===== src/rtl/rf_dbg_access.sv =====
// Debug-side initiator for the integer register file.
// Takes abstract read/write commands and returns one response beat per register.
module rf_dbg_access #(
  parameter int N_REGS = 16,
  parameter int XLEN   = 32,
  parameter int ID_W   = 5
) (
  input  logic            clock,
  input  logic            reset,
  input  logic            cmd_valid,
  output logic            cmd_ready,
  input  logic            cmd_write,
  input  logic [ID_W-1:0] cmd_reg,
  input  logic [ID_W-1:0] cmd_count,
  input  logic [XLEN-1:0] cmd_wdata,
  output logic            rsp_valid,
  input  logic            rsp_ready,
  output logic [XLEN-1:0] rsp_rdata,
  output logic [ID_W-1:0] rsp_reg,
  output logic            rsp_err,
  output logic            rsp_last,
  output logic            req,
  input  logic            grant,
  output logic            rf_wen,
  output logic [ID_W-1:0] rf_rd,
  output logic [ID_W-1:0] rf_rs1,
  output logic [XLEN-1:0] rf_wdata,
  input  logic [XLEN-1:0] rf_rdata1
);

  typedef enum logic [2:0] {
    IDLE,
    ERR,
    REQ,
    ACCESS,
    RESP
  } state_t;

  localparam logic [ID_W:0] LIM = N_REGS[ID_W:0];

  state_t          state_q;
  state_t          state_d;
  logic            wr_q;
  logic [XLEN-1:0] wdata_q;
  logic [ID_W-1:0] cur_q;
  logic [ID_W-1:0] rem_q;
  logic [XLEN-1:0] rdata_q;
  logic [ID_W-1:0] rreg_q;

  logic [ID_W:0]   first_idx;
  logic [ID_W:0]   last_idx;
  logic            cmd_bad;
  logic            accept;
  logic            capture;
  logic            advance;
  logic            rem_zero;

  // Range math is one bit wider so reg+count cannot wrap back into range.
  assign first_idx = {1'b0, cmd_reg};
  assign last_idx  = {1'b0, cmd_reg} + {1'b0, cmd_count};
  assign cmd_bad   = (first_idx >= LIM) ||
                     (last_idx >= LIM) ||
                     (cmd_write && (cmd_count != '0));
  assign rem_zero  = (rem_q == '0);

  assign accept  = (state_q == IDLE) && cmd_valid;
  assign capture = (state_q == ACCESS) && grant;
  assign advance = (state_q == RESP) && rsp_ready && !rem_zero;

  always_ff @(posedge clock or posedge reset) begin
    if (reset) begin
      state_q <= IDLE;
    end else begin
      state_q <= state_d;
    end
  end

  always_ff @(posedge clock or posedge reset) begin
    if (reset) begin
      wr_q    <= 1'b0;
      wdata_q <= '0;
      cur_q   <= '0;
      rem_q   <= '0;
      rdata_q <= '0;
      rreg_q  <= '0;
    end else begin
      if (accept) begin
        wr_q    <= cmd_write;
        wdata_q <= cmd_wdata;
        cur_q   <= cmd_reg;
        rem_q   <= cmd_count;
        rdata_q <= '0;
        rreg_q  <= cmd_reg;
      end
      if (capture) begin
        rdata_q <= wr_q ? '0 : rf_rdata1;
        rreg_q  <= cur_q;
      end
      if (advance) begin
        cur_q <= cur_q + ID_W'(1);
        rem_q <= rem_q - ID_W'(1);
      end
    end
  end

  always_comb begin
    state_d   = state_q;
    cmd_ready = 1'b0;
    rsp_valid = 1'b0;
    rsp_rdata = '0;
    rsp_reg   = '0;
    rsp_err   = 1'b0;
    rsp_last  = 1'b0;
    req       = 1'b0;
    rf_wen    = 1'b0;
    rf_rd     = '0;
    rf_rs1    = '0;
    rf_wdata  = '0;
    unique case (state_q)
      IDLE: begin
        cmd_ready = 1'b1;
        if (cmd_valid) begin
          state_d = cmd_bad ? ERR : REQ;
        end
      end
      ERR: begin
        rsp_valid = 1'b1;
        rsp_err   = 1'b1;
        rsp_last  = 1'b1;
        rsp_reg   = rreg_q;
        if (rsp_ready) begin
          state_d = IDLE;
        end
      end
      REQ: begin
        req = 1'b1;
        if (grant) begin
          state_d = ACCESS;
        end
      end
      ACCESS: begin
        req = 1'b1;
        if (grant) begin
          rf_rs1 = cur_q;
          if (wr_q) begin
            rf_rd    = cur_q;
            rf_wdata = wdata_q;
            rf_wen   = (cur_q != '0);
          end
          state_d = RESP;
        end else begin
          state_d = REQ;
        end
      end
      RESP: begin
        rsp_valid = 1'b1;
        rsp_rdata = rdata_q;
        rsp_reg   = rreg_q;
        rsp_last  = rem_zero;
        req       = !rem_zero;
        if (rsp_ready) begin
          if (rem_zero) begin
            state_d = IDLE;
          end else begin
            state_d = grant ? ACCESS : REQ;
          end
        end
      end
      default: state_d = IDLE;
    endcase
  end

endmodule


===== config.mk =====
export PLATFORM = sky130hd
export DESIGN_NAME = rf_dbg_access
export DESIGN_NICKNAME = d
export VERILOG_FILES = /design/src/rtl/rf_dbg_access.sv
export SDC_FILE = /design/constraint.sdc
export NUM_CORES = 1
export LEC_CHECK = 0
export ABC_AREA = 1
export ABC_CLOCK_PERIOD_IN_PS = 5700
export CORE_MARGIN = 1
export CORE_UTILIZATION = 45
export DETAILED_ROUTE_END_ITERATION = 7
export PLACE_DENSITY_LB_ADDON = 0.2
export SLEW_MARGIN = 30
export SYNTH_ARGS = -nofsm -noshare
export SYNTH_HDL_FRONTEND = slang
export SYNTH_SLANG_ARGS = --single-unit

===== constraint.sdc =====
create_clock -name clock -period 5.7 [get_ports clock]
set_clock_uncertainty 0.1 [all_clocks]
set_input_delay 0.57 -clock clock [delete_from_list [all_inputs] [get_ports clock]]
set_output_delay 0.57 -clock clock [all_outputs]
set_load 0.01 [all_outputs]

## Yosys cells after proc, flatten, opt, wreduce, memory -nomap -nowiden

Cells that the tools add are included.

- Register bits: 83
- Input bits: 80
- Output and inout port bits: 85

- $add $sub $neg: 3
- Order comparisons: 2
- Eq/ne operators: 8
- Muxes and demuxes: 35
- Reduce and logical (&&, ||, !) cells: 17

Operators by type and width:

| cell | count |
|---|---|
| $mux W32 | 7 |
| $mux W5 | 11 |
| $mux W3 | 5 |
| $pmux W3 S5 | 1 |
| $reduce_bool A5 Y1 | 2 |
| $ne A2 B2 Y1 const B | 4 |
| $mux W1 | 7 |
| $add A5 B5 Y6 | 1 |
| $eq A3 B2 Y1 const B | 2 |
| $ge A6 B5 Y1 const B | 1 |
| $add A5 B1 Y5 const B | 1 |
| $ge A5 B5 Y1 const B | 1 |
| $logic_and A1 B1 Y1 | 5 |
| $logic_not A5 Y1 | 1 |
| $sub A5 B1 Y5 const B | 1 |
| $mux W2 | 2 |
| $pmux W1 S2 | 2 |
| $reduce_and A4 Y1 | 1 |
| $reduce_bool A2 Y1 | 2 |
| $reduce_or A2 Y1 | 2 |
| $eq A3 B1 Y1 const B | 1 |
| $eq A3 B3 Y1 const B | 1 |
| $logic_not A3 Y1 | 1 |
| $logic_or A1 B1 Y1 | 2 |
| $logic_not A1 Y1 | 1 |

## Longest topological paths before layout

Gate-level depths: netlist (run 1).

- Depth in word-level cells: 7
- Depth in mapped cells: 11
- Depth with buffers taken out: 11

## Least setup slack after synthesis (run 1)

OpenSTA, ideal clock, no wires.

- Path type: input to output
- From: input port grant
- To: output port rf_rd[0]
- Arrival: 1.365 ns
- Required time: 5.030 ns
- Setup slack: 3.665 ns
- Cell stages on the path: 6
- Cell sequence: nand2_1 > nor2_4 > inv_2 > nor2_1 > inv_1 > nor2_1

- Cells in the longest elaborated chain, start to end: 2

RTL lines:

| element | line | text |
|---|---|---|
| from (decl) | 23 | `input logic grant,` |
| $mux W5 | 143 | `if (grant) begin` |
| $mux W5 | 119 | `unique case (state_q)` |
| to (decl) | 25 | `output logic [ID_W-1:0] rf_rd,` |

No other way between the ends.

## Worst setup path after layout (run 1)

- From: input port grant
- To: output port rf_wen

- Cells in the longest elaborated chain, start to end: 2

RTL lines:

| element | line | text |
|---|---|---|
| $mux W1 | 143 |  |
| $mux W1 | 119 |  |
| to (decl) | 24 | `output logic rf_wen,` |

No other way between the ends.

==> qor.yml, run 1 <==
status:
  outcome: "complete, no violations"
routing:
  drt_iter0_markers: 179
  wl_per_cell_um: 13.5
  finalWirelength_um: 10600
  drc: 0
  route.vias.total: 3857
  vias_per_cell: 4.91
  postRouteAntennaNets: 0
  first_pass_iters: 4
timing:
  hold_viol_final: 0
  worst_slew_pin_slew_ps: 885
  finalCriticalPeriod_ps: 4110
  finalSetupTns_ps: 0
  final_max_slew_viol_count: 0
  report.final.setup_viol: 0
  finalCritPeriodShare_pct: 72.1
  fin_ws_ps: 1590
  rsz0062_at_grt: "false"
  slew_headroom_pct: 40.6
  max_freq_mhz: 243
logic_synthesis:
  ys_types: 29
  synth_nets: 607
  ys_warn_count: 0
  ys_ff_latch: 83
  synth-seq-area-share_pct: 50.6
  netlist_instances: 520
  syn_avg_cell_area_um2: 7.90
  synth_area_mm2: 0.00411
setup_path:
  path_buf_inv: 2
  worstSetupPathType: "primary input to primary output"
  cp.arrival_ps: 3440
  worstPathRequired_ps: 5030
  cpPeakStageDelay_ps: 670
  timing.rr.end: "rreg_q[4]"
  critPathMaxFanout: 35
  timing.rr.start: "state_q[2]"
  worstPathCellList: "clkdlybuf4s50_1, nand2_1, nor2_4, nand2_2, a31oi_1, clkdlybuf4s50_1"
  r2r_cells: 6
  r2r_slack_ps: 3370
  crit_family: "simple AND/OR/NAND/NOR gates"
  slowest_stage: "nor2_4"
  critPathMostFrequentCell: "clkdlybuf4s50_1"
  end_kind: "primary output"
  start_kind: "primary input"
place:
  gp_congestion: 0.854
  hpwlAfterDp_um: 7490
  port-buffer-count: 164
  placed_area_mm2: 0.00575
  detailedPlace.worstSlack_ps: 1600
power_and_ir_drop:
  power.density_mw_per_mm2: 344
  p_leak_nw: 2.58
  vdd_ir_drop_max_mv: 0.240
final_layout:
  drive_gt1_share_pct: 4.57
  area_delta_synth_final_pct: 44.7
  final_area_mm2: 0.00594
  n_antenna_cell: 0
  fin_util_pct: 67.8
  final_nets: 760
  layout.cells.most_common_list: "clkdlybuf4s50_1 (164), nor2_1 (91), inv_1 (90)"
  final_common_cell: "clkdlybuf4s50_1"
clock_network:
  cts.clk_slew.worst_paths_ps: 80
  clkLatencyLatePin_ps: 350
  clock-sinks: 83
  cts_tree: "yes"
  clk_path_buf_depth: 2
  cts-root-buf: "clkbuf_8"
  cts_max_level: 3
  ctsHoldBuffers: 0
  cts.repair.resized: 0
  numCtsBuffers: 9
  postCtsSetupBuffers: 0
grt:
  grt_pass1_wl_um: 18000
  antenna_found_initial: 0
  grt_use_total_pct: 23.4
  grt_overflow: 0
  grt_max_degree: 84
  grt_pass1_vias: 3763
hold_path:
  min_from: "rem_q[0]"
  min_to: "rem_q[0]"
  hold_depth: 1
  hp-class: "flip-flop to flip-flop"
die:
  die_area_mm2: 0.00951
  io_pins: 165
  die_x_um: 97.5
  core_mm2: 0.00876
  initial_core_util_pct: 46.9
  fp.dieH_um: 97.5
  fp-row-count: 34
flow_run:
  cap_viol_max_count: 0
kinds of logic after synthesis:
kind of cell	synth area share (%)
XOR/XNOR	0.427
AO/OA/AOI/OAI	10.7
adder cells (fa/ha/maj)	2.13
AND/OR/NAND/NOR	23.7
flip-flops	50.6
buffers and inverters	12.4
routing by layer:
| metal | part of all wire [%] | track usage, % |
|---|---|---|
| met1 | 43 | 31.5 |
| met2 | 50 | 37.7 |
| met3 | 5.9 | 5.04 |
| met4 | 1.2 | 7.58 |
| met5 | 0 | 0 |
synth_stat cells:
master,number,area [um^2]
a21oi_1,2,10.0
a31oi_1,1,6.26
buf_1,1,3.75
buf_2,6,30.0
buf_4,3,22.5
buf_6,6,67.6
clkbuf_1,7,26.3
clkinv_1,1,3.75
dfrtp_1,83,2080
ha_1,7,87.6
inv_1,91,342
inv_2,4,15.0
nand2_1,79,297
nand2_4,2,22.5
nand3_1,46,230
nand3b_1,1,7.51
nor2_1,91,342
nor2_2,2,12.5
nor2_4,2,22.5
nor3_4,1,16.3
nor3b_2,1,12.5
o211ai_1,9,67.6
o21ai_0,25,125
o21ai_1,43,215
o21bai_1,1,7.51
o221ai_1,1,8.76
or2_1,1,6.26
or2_2,1,6.26
xor2_1,2,17.5
worst register-to-register path: cells and delay by family (launching register included):
kind | cells | cell delay (ps)
and+or+nand+nor | 3 | 1180
buffers and inverters | 2 | 360
DFF | 1 | 400
AOI/OAI and AO/OA | 1 | 160
registers in the layout (all words and copies together) (netlist names):
signal,count
rdata_q,32
wdata_q,32
cur_q,5
rem_q,5
rreg_q,5
state_q,3
wr_q,1
per-stage QoR:
stage | total power [mW] | instances | hold slack, ps
finish | 2.04 | 786 | 411
global route | 2.21 | 786 | 448
floorplan | 1.41 | 520 | 370
CTS | 2.06 | 786 | 417
global placement | 1.63 | 770 | 387
detailed placement | 1.65 | 770 | 400
where the power goes:
part | switching (mW) | internal [mW] | total [mW]
sequential | 0.0877 | 0.794 | 0.882
clock | 0.207 | 0.195 | 0.402
combinational | 0.470 | 0.288 | 0.758
total | 0.765 | 1.28 | 2.04
how the worst max path moves through the flow:
stage	startpoint	endpoint	slack, ps	cells after the start
3_3_place_gp	grant	rf_wen	1390	6
6_report	grant	rf_wen	1590	6
5_1_grt	grant	rf_wen	1320	6
2_1_floorplan	reset	cur_q[0]	2890	1
3_5_place_dp	grant	rf_wen	1600	6
4_1_cts	grant	rf_wen	1550	6
final cells by class:
cell class | instances | area, um^2
clock inverter | 3 | 21.3
clock buffer | 13 | 169
fill | 734 | 2820
timing repair buffer | 165 | 1650
sequential | 83 | 2080
inverter | 96 | 364
tap | 108 | 135
multi-input combinational | 318 | 1520
Power figures use the tool's default switching activity.
==> inputs of run 2 (changes only) <==
--- a/config.mk
+++ b/config.mk
@@ -6,9 +6,9 @@
 export NUM_CORES = 1
 export LEC_CHECK = 0
 export ABC_AREA = 1
-export ABC_CLOCK_PERIOD_IN_PS = 5700
+export ABC_CLOCK_PERIOD_IN_PS = 4300
 export CORE_MARGIN = 1
-export CORE_UTILIZATION = 45
+export CORE_UTILIZATION = 44
 export DETAILED_ROUTE_END_ITERATION = 7
 export PLACE_DENSITY_LB_ADDON = 0.2
 export SLEW_MARGIN = 30
==> constraint.sdc (replaced) <==
create_clock -name clock -period 4.3 [get_ports clock]
set_clock_uncertainty 0.1 [all_clocks]
set_input_delay 0.43 -clock clock [delete_from_list [all_inputs] [get_ports clock]]
set_output_delay 0.43 -clock clock [all_outputs]
set_load 0.01 [all_outputs]
==> run 2 against run 1 <==
Die area up 2.2%. Routed wire length rose by 2.2%. Sequential cell count unchanged. Cell area is essentially flat. Critical path depth fell by 2. Critical path type is now flip-flop to primary output. Largest cell class unchanged. Highest routed layer unchanged.
==> qor.yml, run 2 (same netlist as run 1, synthesis figures left out) <==
status:
  outcome: "complete, no violations"
power_and_ir_drop:
  internal-power_mw: 1.65  # +29%
  switchingPower_mw: 1.03  # +35%
  power.density_mw_per_mm2: 451  # +31%
  combinationalPowerShare_pct: 37.7  # +0.6 points
  vdd_ir_drop_max_mv: 0.273  # +14%
  swShare_pct: 38.5  # +1.1 points
  p_leak_nw: 2.59  # +0.13%
  p_seq_share_pct: 43.5  # +0.3 points
  power.share.clock_pct: 18.9  # -0.8 points
routing:
  postRouteAntennaNets: 0  # unchanged
  vias_per_cell: 4.96  # +1.1%
  drc: 0  # unchanged
  drt_iter0_markers: 162  # -9.5%
  route.vias.total: 3915  # +1.5%
  first_pass_iters: 4  # unchanged
  wl_per_cell_um: 13.8  # +1.8%
  finalWirelength_um: 10900  # +2.2%
clock_network:
  cts.repair.resized: 0  # unchanged
  cts.clk_slew.worst_paths_ps: 90  # about the same
  cts-root-buf: "clkbuf_8"
  clk_path_buf_depth: 2  # unchanged
  clock-sinks: 83  # unchanged
  ctsHoldBuffers: 0  # unchanged
  postCtsSetupBuffers: 0  # unchanged
  cts_tree: "yes"
  cts_max_level: 3  # unchanged
  numCtsBuffers: 9  # unchanged
  clkLatencyLatePin_ps: 340  # about the same
die:
  initial_core_util_pct: 46.2  # -0.67 points
  fp.dieH_um: 98.6  # +1.1%
  die_area_mm2: 0.00973  # +2.2%
  die_x_um: 98.6  # +1.1%
  io_pins: 165  # unchanged
  fp-row-count: 34  # unchanged
  core_mm2: 0.00889  # +1.5%
setup_path:
  crit_family: "buffers and inverters"
  cp.arrival_ps: 2770  # -670 ps
  start_kind: "flip-flop"
  slowest_stage: "clkinv_1"
  end_kind: "primary output"
  worstPathCellList: "nor3_4, clkinv_1, o21bai_1, clkdlybuf4s50_1"
  r2r_cells: 3  # -3
  worstSetupPathType: "flip-flop to primary output"
  worstPathRequired_ps: 3770  # -1260 ps
  crit_cells: 4  # -2
  critPathMaxFanout: 34  # -2.9%
  path_buf_inv: 2  # unchanged
  cpPeakStageDelay_ps: 750  # +80 ps
final_layout:
  drive_gt1_share_pct: 4.99  # +0.42 points
  reg_top3: "rdata_q: 32 flops, wdata_q: 32 flops"
  final_nets: 763  # +0.39%
  finalNonFillerCells: 789  # +0.38%
  area_delta_synth_final_pct: 44.7  # about the same
  n_antenna_cell: 0  # unchanged
  fill_cells: 764  # +4.1%
  layout.cells.most_common_list: "clkdlybuf4s50_1 (164), nor2_1 (91), inv_1 (90)"
  final_common_cell: "clkdlybuf4s50_1"
place:
  placed_cells: 773  # +0.39%
  port-buffer-count: 164  # unchanged
  gp_congestion: 0.920  # +7.8%
  hpwlAfterDp_um: 7970  # +6.4%
grt:
  grt_max_degree: 61  # -27%
  antenna_found_initial: 0  # unchanged
  grt_overflow: 0  # unchanged
  grt_use_total_pct: 23.1  # -0.31 points
  grt_pass1_wl_um: 17900  # -0.69%
  grt_pass1_vias: 3777  # +0.37%
timing:
  finalSetupTns_ps: 0  # unchanged
  max_freq_mhz: 303
  hold_viol_final: 0  # unchanged
  worst_slew_pin_slew_ps: 885  # -0.202 ps
  slew_headroom_pct: 40.7  # about the same
  finalCritPeriodShare_pct: 76.8
  final_max_slew_viol_count: 0  # unchanged
  report.final.setup_viol: 0  # unchanged
  finalCriticalPeriod_ps: 3300
  rsz0062_at_grt: "false"
flow_run:
  cap_viol_max_count: 0  # unchanged
hold_path:
  hp-class: "primary input to async pin"
## run 2: changes by cell type in the layout (fill, tap and decap cells not counted), sizes merged
cell      change
clkbuf        -4
buf           +3
inv           +2
clkinv        +1
clkinvlp      +1
## run 2: area by class of cell
cell class	instances	area [um^2]	share of cell area, %
well taps	108	135	2.27
multi-input cells	318	1520	25.6
repair buffers	168	1670	28.1
flip-flops and latches	83	2080	34.9
inverters	96	365	6.15
clock inverters	7	51.3	0.863
clock buffers	9	124	2.08
## run 2: per-layer routing
| layer | wire, um | vias up | GRT usage, % |
|---|---|---|---|
| met5 | 0 | - | 0 |
| met3 | 588 | 20 | 4.11 |
| met2 | 5380 | 134 | 38.2 |
| met1 | 4700 | 1836 | 30.7 |
| met4 | 212 | 0 | 8.15 |
| li1 | - | 1925 | - |
## run 2: power by group through the flow
stage                     sequential (mW)  combinational (mW)  clock [mW]
after floorplan                      1.15               0.716           0
after global placement               1.17               0.984           0
after detailed placement             1.18                1.01           0
after CTS                            1.17                1.02       0.518
after global routing                 1.20                1.15       0.548
final                                1.17                1.01       0.506
## run 2: worst paths after layout
check                            from     endpoint  slack (ps)
setup / recovery           state_q[1]     rsp_last        1000
hold / removal                  reset  rdata_q[20]         390
setup reg to reg           state_q[1]   state_q[2]        2100
hold reg to reg              rem_q[4]     rem_q[4]         420
max in group asynchronous       reset  rdata_q[28]        2960
min in group clock           rem_q[4]     rem_q[4]         420
## run 2: through the flow
| stage | worst slack, ps | instance area, um^2 | util (%) | hold WS (ps) | power, mW |
|---|---|---|---|---|---|
| final | 997 | 5940 | 66.9 | 386 | 2.68 |
| after detailed placement | 1400 | 5770 | 64.9 | 400 | 2.19 |
| after global routing | 811 | 5940 | 66.9 | 447 | 2.89 |
| after CTS | 1020 | 5940 | 66.9 | 399 | 2.70 |
| after floorplan | 1630 | 4110 | - | 370 | 1.87 |
| after global placement | 1440 | 5770 | 64.8 | 384 | 2.16 |
